## src/rtl/mini_cpu_pkg.sv

```systemverilog
// Shared encodings for the mini-cpu control path: ALU codes, opcodes, mux selects, FSM states.
package mini_cpu_pkg;

  localparam logic [2:0] ALU_AND = 3'b000;
  localparam logic [2:0] ALU_OR  = 3'b001;
  localparam logic [2:0] ALU_ADD = 3'b010;
  localparam logic [2:0] ALU_SUB = 3'b110;
  localparam logic [2:0] ALU_SLT = 3'b111;

  localparam logic [6:0] OP_LOAD   = 7'b0000011;
  localparam logic [6:0] OP_STORE  = 7'b0100011;
  localparam logic [6:0] OP_RTYPE  = 7'b0110011;
  localparam logic [6:0] OP_ITYPE  = 7'b0010011;
  localparam logic [6:0] OP_BRANCH = 7'b1100011;
  localparam logic [6:0] OP_JAL    = 7'b1101111;

  localparam logic [1:0] RES_ALUOUT = 2'b00;
  localparam logic [1:0] RES_RDATA  = 2'b01;
  localparam logic [1:0] RES_ALU    = 2'b10;

  localparam logic [1:0] SRCA_PC    = 2'b00;
  localparam logic [1:0] SRCA_OLDPC = 2'b01;
  localparam logic [1:0] SRCA_RS1   = 2'b10;

  localparam logic [1:0] SRCB_RS2  = 2'b00;
  localparam logic [1:0] SRCB_IMM  = 2'b01;
  localparam logic [1:0] SRCB_FOUR = 2'b10;

  localparam logic [1:0] IMM_I = 2'b00;
  localparam logic [1:0] IMM_S = 2'b01;
  localparam logic [1:0] IMM_B = 2'b10;
  localparam logic [1:0] IMM_J = 2'b11;

  localparam logic [1:0] ALUOP_ADD = 2'b00;
  localparam logic [1:0] ALUOP_SUB = 2'b01;
  localparam logic [1:0] ALUOP_R   = 2'b10;
  localparam logic [1:0] ALUOP_I   = 2'b11;

  typedef enum logic [3:0] {
    S_FETCH, S_DECODE, S_MEMADR, S_MEMREAD, S_MEMWB, S_MEMWRITE,
    S_EXECUTER, S_EXECUTEI, S_ALUWB, S_BEQ, S_JAL, S_ILLEGAL
  } state_e;

  typedef struct packed {
    logic       pc_write;
    logic       adr_src;
    logic       mem_write;
    logic       ir_write;
    logic       reg_write;
    logic       illegal;
    logic [1:0] result_src;
    logic [1:0] alu_src_a;
    logic [1:0] alu_src_b;
    logic [1:0] imm_src;
    logic [1:0] alu_op;
  } ctrl_t;

  function automatic logic [1:0] imm_src_of(input logic [6:0] opcode);
    case (opcode)
      OP_STORE:  return IMM_S;
      OP_BRANCH: return IMM_B;
      OP_JAL:    return IMM_J;
      default:   return IMM_I;
    endcase
  endfunction

endpackage

```

## src/rtl/alu_decoder.sv

```systemverilog
// Maps alu_op/funct3/funct7_5 to an ALU code; unsupported funct3 flags funct_illegal and yields add.
module alu_decoder
  import mini_cpu_pkg::*;
(
  input  logic [1:0] alu_op,
  input  logic [2:0] funct3,
  input  logic       funct7_5,
  output logic [2:0] alu_ctrl,
  output logic       funct_illegal
);

  always_comb begin
    alu_ctrl      = ALU_ADD;
    funct_illegal = 1'b0;
    case (alu_op)
      ALUOP_ADD: alu_ctrl = ALU_ADD;
      // beq is the only branch supported
      ALUOP_SUB: begin
        alu_ctrl      = ALU_SUB;
        funct_illegal = (funct3 != 3'b000);
      end
      default: begin
        case (funct3)
          3'b000:  alu_ctrl = (alu_op == ALUOP_R && funct7_5) ? ALU_SUB : ALU_ADD;
          3'b010:  alu_ctrl = ALU_SLT;
          3'b110:  alu_ctrl = ALU_OR;
          3'b111:  alu_ctrl = ALU_AND;
          default: funct_illegal = 1'b1;
        endcase
      end
    endcase
  end

endmodule

```

## src/rtl/multicycle_ctrl.sv

```systemverilog
// Moore multicycle control FSM for the mini-cpu (RV64I subset), shared mem port with mem_ready stalls.
// Define MULTICYCLE_CTRL_TRAP_EN to trap unknown opcodes / funct3 in a terminal ILLEGAL state.
module multicycle_ctrl
  import mini_cpu_pkg::*;
#(
  parameter int XLEN = 64
) (
  input  logic       clk,
  input  logic       rst,
  input  logic [6:0] opcode,
  input  logic [2:0] funct3,
  input  logic       funct7_5,
  input  logic       zero,
  input  logic       mem_ready,
  output logic       pc_write,
  output logic       adr_src,
  output logic       mem_write,
  output logic       ir_write,
  output logic [1:0] result_src,
  output logic [1:0] alu_src_a,
  output logic [1:0] alu_src_b,
  output logic [1:0] imm_src,
  output logic       reg_write,
  output logic [2:0] alu_ctrl,
  output logic       illegal
);

  if (XLEN != 32 && XLEN != 64) begin : g_bad_xlen
    $error("multicycle_ctrl: XLEN must be 32 or 64");
  end

  state_e     state, state_nxt, cur;
  ctrl_t      c;
  logic [2:0] dec_ctrl;
  logic       funct_illegal;

  always_ff @(posedge clk) begin
    if (rst) state <= S_FETCH;
    else     state <= state_nxt;
  end

  // reset presents FETCH outputs immediately; strobes are masked below
  assign cur = rst ? S_FETCH : state;

  alu_decoder u_alu_dec (
    .alu_op        (c.alu_op),
    .funct3        (funct3),
    .funct7_5      (funct7_5),
    .alu_ctrl      (dec_ctrl),
    .funct_illegal (funct_illegal)
  );

  always_comb begin
    c         = '0;
    c.alu_op  = ALUOP_ADD;
    state_nxt = cur;
    case (cur)
      S_FETCH: begin
        c.result_src = RES_ALU;
        c.alu_src_a  = SRCA_PC;
        c.alu_src_b  = SRCB_FOUR;
        c.ir_write   = mem_ready;
        c.pc_write   = mem_ready;
        if (mem_ready) state_nxt = S_DECODE;
      end
      S_DECODE: begin
        c.alu_src_a = SRCA_OLDPC;
        c.alu_src_b = SRCB_IMM;
        c.imm_src   = imm_src_of(opcode);
        // decoder runs here only to vet funct3; alu_ctrl stays add
        case (opcode)
          OP_RTYPE:  c.alu_op = ALUOP_R;
          OP_ITYPE:  c.alu_op = ALUOP_I;
          OP_BRANCH: c.alu_op = ALUOP_SUB;
          default:   c.alu_op = ALUOP_ADD;
        endcase
        case (opcode)
          OP_LOAD, OP_STORE: state_nxt = S_MEMADR;
          OP_RTYPE:          state_nxt = S_EXECUTER;
          OP_ITYPE:          state_nxt = S_EXECUTEI;
          OP_BRANCH:         state_nxt = S_BEQ;
          OP_JAL:            state_nxt = S_JAL;
`ifdef MULTICYCLE_CTRL_TRAP_EN
          default:           state_nxt = S_ILLEGAL;
`else
          default:           state_nxt = S_FETCH;
`endif
        endcase
`ifdef MULTICYCLE_CTRL_TRAP_EN
        if (funct_illegal) state_nxt = S_ILLEGAL;
`endif
      end
      S_MEMADR: begin
        c.alu_src_a = SRCA_RS1;
        c.alu_src_b = SRCB_IMM;
        state_nxt   = (opcode == OP_STORE) ? S_MEMWRITE : S_MEMREAD;
      end
      S_MEMREAD: begin
        c.adr_src = 1'b1;
        if (mem_ready) state_nxt = S_MEMWB;
      end
      S_MEMWB: begin
        c.result_src = RES_RDATA;
        c.reg_write  = 1'b1;
        state_nxt    = S_FETCH;
      end
      S_MEMWRITE: begin
        c.adr_src   = 1'b1;
        c.mem_write = 1'b1;
        if (mem_ready) state_nxt = S_FETCH;
      end
      S_EXECUTER: begin
        c.alu_src_a = SRCA_RS1;
        c.alu_src_b = SRCB_RS2;
        c.alu_op    = ALUOP_R;
        state_nxt   = S_ALUWB;
      end
      S_EXECUTEI: begin
        c.alu_src_a = SRCA_RS1;
        c.alu_src_b = SRCB_IMM;
        c.alu_op    = ALUOP_I;
        state_nxt   = S_ALUWB;
      end
      S_ALUWB: begin
        c.result_src = RES_ALUOUT;
        c.reg_write  = 1'b1;
        state_nxt    = S_FETCH;
      end
      S_BEQ: begin
        c.alu_src_a  = SRCA_RS1;
        c.alu_src_b  = SRCB_RS2;
        c.alu_op     = ALUOP_SUB;
        c.result_src = RES_ALUOUT;
        c.pc_write   = zero;
        state_nxt    = S_FETCH;
      end
      S_JAL: begin
        c.alu_src_a  = SRCA_OLDPC;
        c.alu_src_b  = SRCB_FOUR;
        c.result_src = RES_ALUOUT;
        c.pc_write   = 1'b1;
        state_nxt    = S_ALUWB;
      end
`ifdef MULTICYCLE_CTRL_TRAP_EN
      S_ILLEGAL: begin
        c.illegal = 1'b1;
        state_nxt = S_ILLEGAL;
      end
`endif
      default: state_nxt = S_FETCH;
    endcase
  end

  assign pc_write   = c.pc_write  & ~rst;
  assign ir_write   = c.ir_write  & ~rst;
  assign mem_write  = c.mem_write & ~rst;
  assign reg_write  = c.reg_write & ~rst;
  assign adr_src    = c.adr_src;
  assign result_src = c.result_src;
  assign alu_src_a  = c.alu_src_a;
  assign alu_src_b  = c.alu_src_b;
  assign imm_src    = c.imm_src;
  // unsupported funct3 falls back to add
  assign alu_ctrl   = (cur == S_DECODE || funct_illegal) ? ALU_ADD : dec_ctrl;
`ifdef MULTICYCLE_CTRL_TRAP_EN
  assign illegal    = c.illegal & ~rst;
`else
  assign illegal    = 1'b0;
`endif

endmodule

```

## config.mk

```make
export PLATFORM = sky130hd
export DESIGN_NAME = multicycle_ctrl
export DESIGN_NICKNAME = d
export VERILOG_FILES = /design/src/rtl/mini_cpu_pkg.sv /design/src/rtl/alu_decoder.sv /design/src/rtl/multicycle_ctrl.sv
export SDC_FILE = /design/constraint.sdc
export NUM_CORES = 1
export LEC_CHECK = 0
export CAP_MARGIN = 20
export CORE_MARGIN = 5
export CORE_UTILIZATION = 30
export CTS_BUF_LIST = sky130_fd_sc_hd__clkbuf_2 sky130_fd_sc_hd__clkbuf_4 sky130_fd_sc_hd__clkbuf_8
export CTS_CLUSTER_DIAMETER = 40
export CTS_CLUSTER_SIZE = 16
export DETAILED_ROUTE_END_ITERATION = 7
export PLACE_DENSITY = 0.74
export SYNTH_ARGS = -nofsm -noshare
export SYNTH_HDL_FRONTEND = slang
export SYNTH_SLANG_ARGS = --single-unit
export TNS_END_PERCENT = 30
```

## constraint.sdc

```tcl
create_clock -name clk -period 2.2 [get_ports clk]
set_clock_uncertainty 0.1 [all_clocks]
set_input_delay 0.33 -clock clk [delete_from_list [all_inputs] [get_ports clk]]
set_output_delay 0.33 -clock clk [all_outputs]
set_load 0.05 [all_outputs]
```

==> flow_metrics.tcl <==
set metrics [dict create \
    place_congestion 0.891 \
    seqCellArea_sq_um 82.6 \
    overflow 0 \
    synth.distinct_cells 40 \
    wl_mm 2.44 \
    netlist_area_sq_um 656 \
    drv_cap 0 \
    yosysMostFrequentCell "nor2_1" \
    synth_top_area_cell "dfxtp_1" \
    final_cells 170 \
    ys_warn_count 0 \
    violations "setup timing" \
    leakagePower_nw 0.518 \
    drtAntennaViolNets 0 \
    area_growth_pct 101 \
    cts_tree "done" \
    path_class "primary input to output pin" \
    pin_count 32 \
    ys_seq_area_frac 0.122 \
    hp-start "rst" \
    die-area_sq_um 3220 \
    hold_viol 0 \
    hold_ws_ns 0.395 \
    htree_levels 1 \
    cts_sinks 4 \
    initial_core_util 0.305 \
    rows 17 \
    num-fill-cells 179 \
    drt_iter0_drc 36 \
    path_clk_slew_ns 0.04 \
    startpoint "opcode[0]" \
    grt_max_degree 20 \
    dpl.cell_count 166 \
    synth_common_cells "nor2_1 (14), a21oi_1 (8), and3_1 (5), clkbuf_1 (5)" \
    arrival_ns 1.93 \
    fin_crit_ns 2.36 \
    outcome "finished with violations" \
    via_count 951 \
    largestRegisters "state: 4 flops" \
    synth_async_sr_flop_share 0 \
    ys_top_cells_by_area "dfxtp_1 (12%), nor2_1 (8.0%), a21oi_1 (6.1%)" \
    core_area_sq_um 2150 \
    syn-num-nets 113 \
    fmax_mhz 423 \
    slew_violations 0 \
    critPathLaunchType "primary input" \
    dr.pass1.iters 4 \
    drcViolationCount 0 \
    layout_setup_ws_ns -0.163 \
    fp.dieW_microns 56.8 \
    cp-end-kind "output pin" \
    reg2reg_from "state[1]" \
    avgSynthCellArea_sq_um 6.69 \
    grt_pass1_vias 901 \
    hold_class "primary input to register" \
    layout.nets 159 \
    setup_viol 4 \
    cts_hold_buf 0 \
    syn_inst 98 \
    multi_input_area_sq_um 583 \
    largest_register_ffs 4 \
    dp_hpwl_mm 1.83 \
    wl_per_cell_microns 14.3 \
    synth_flop_cell "dfxtp_1" \
    critPathMaxFanout 4 \
    yosys.area.top_type_share 0.122 \
    ys_ff_latch 4 \
    vias_per_cell 5.59 \
    cp.required_ns 1.77 \
    finalCritPeriodShare 1.07 \
    rsz0062_at_grt "yes" \
    synth_edf_count 0 \
    regMostFlops "state" \
    tns_ns -0.255 \
    grt_first_pass_wirelength_mm 3.95 \
    clkLatencyLatePin_ns 0.24 \
    grt_usage 0.152 \
    ir_drop_mv 0.149 \
    antenna_found_initial 0 \
    p_total_mw 0.316 \
    cts_max_path_buffers 2 \
    drive_above_1_share 0.394 \
    place.port_buffers 30 \
    powerDensity_nw_per_um2 240 \
    root_buffer "clkbuf_4" \
    antenna_cells 0 \
    die_y_microns 56.8 \
    detailedPlace.worstSlack_ns -0.491 \
    numCtsBuffers 3 \
]
==> final timing paths <==
check / to / slack [ns] / cells past startpoint
max: alu_ctrl[2] / -0.16 / 6
min: state[0] / 0.39 / 3
max reg2reg: state[0] / 0.44 / 5
min reg2reg: state[1] / 0.44 / 2
==> through the flow <==
step	cell area [sq um]	util
after floorplan	664	-
after global placement	1250	0.581
after detailed placement	1250	0.581
after CTS	1300	0.605
after global routing	1320	0.612
final	1320	0.612
==> logic make-up after synthesis <==
logic type,Yosys count,synth area share
AOI/OAI and AO/OA,26,0.277
xor gates and xnor gates,3,0.0401
buffers and inverters,11,0.0687
DFF,4,0.122
muxes,3,0.0477
other,1,0.00572
and+or+nand+nor,50,0.439
==> cells in the final DEF (no fill, tap or decap), drive strengths merged, types with 2 or more instances in the layout <==
cell type      Yosys  routed
buf                3      36
nor2              14      14
clkdlybuf4s50      0       9
a21oi              8       8
and3               5       5
nor3               5       5
nand2              4       4
dlygate4sd2        0       4
nor2b              4       4
dfxtp              4       4
inv                3       3
nand3              3       3
o21ai              3       3
clkbuf             5       3
or3b               3       3
mux2i              2       2
nand3b             2       2
nand2b             2       2
a31oi              2       2
xnor2              2       2
a211o              2       2
a31o               2       2
a311oi             2       2
or3                2       2
==> metal layers <==
layer,share of wire,vias to the layer above,track usage
li1,-,449,-
met1,0.39,446,0.156
met2,0.52,48,0.274
met3,0.073,8,0.0575
met4,0.017,0,0.0629
met5,0,-,0
==> where the power goes <==
group          switching [mW]  internal (mW)
Combinational          0.0706         0.0733
Clock                  0.0352         0.0614
Sequential           0.000988         0.0743
==> repair_timing <==
item / in CTS / in global routing
pin swaps: 6 / 3
gates resized for setup: 14 / 5
endpoints found under the setup margin: 8 / 7
buffers inserted: 1 / 0
==> critical path, cell delays in order <==
cell,delay (ns)
clkdlybuf4s50_1,0.54
nand4bb_4,0.15
a211o_1,0.32
a211o_1,0.27
o22ai_2,0.16
buf_12,0.16
==> cell type report <==
| type | instances | share of cell area |
|---|---|---|
| multi-input combinational | 83 | 0.443 |
| timing repair buffer | 49 | 0.441 |
| sequential | 4 | 0.0628 |
| tap | 28 | 0.0266 |
| clock buffer | 3 | 0.0171 |
| inverter | 3 | 0.00856 |
Note: power is estimated with default switching activity, not from simulation.
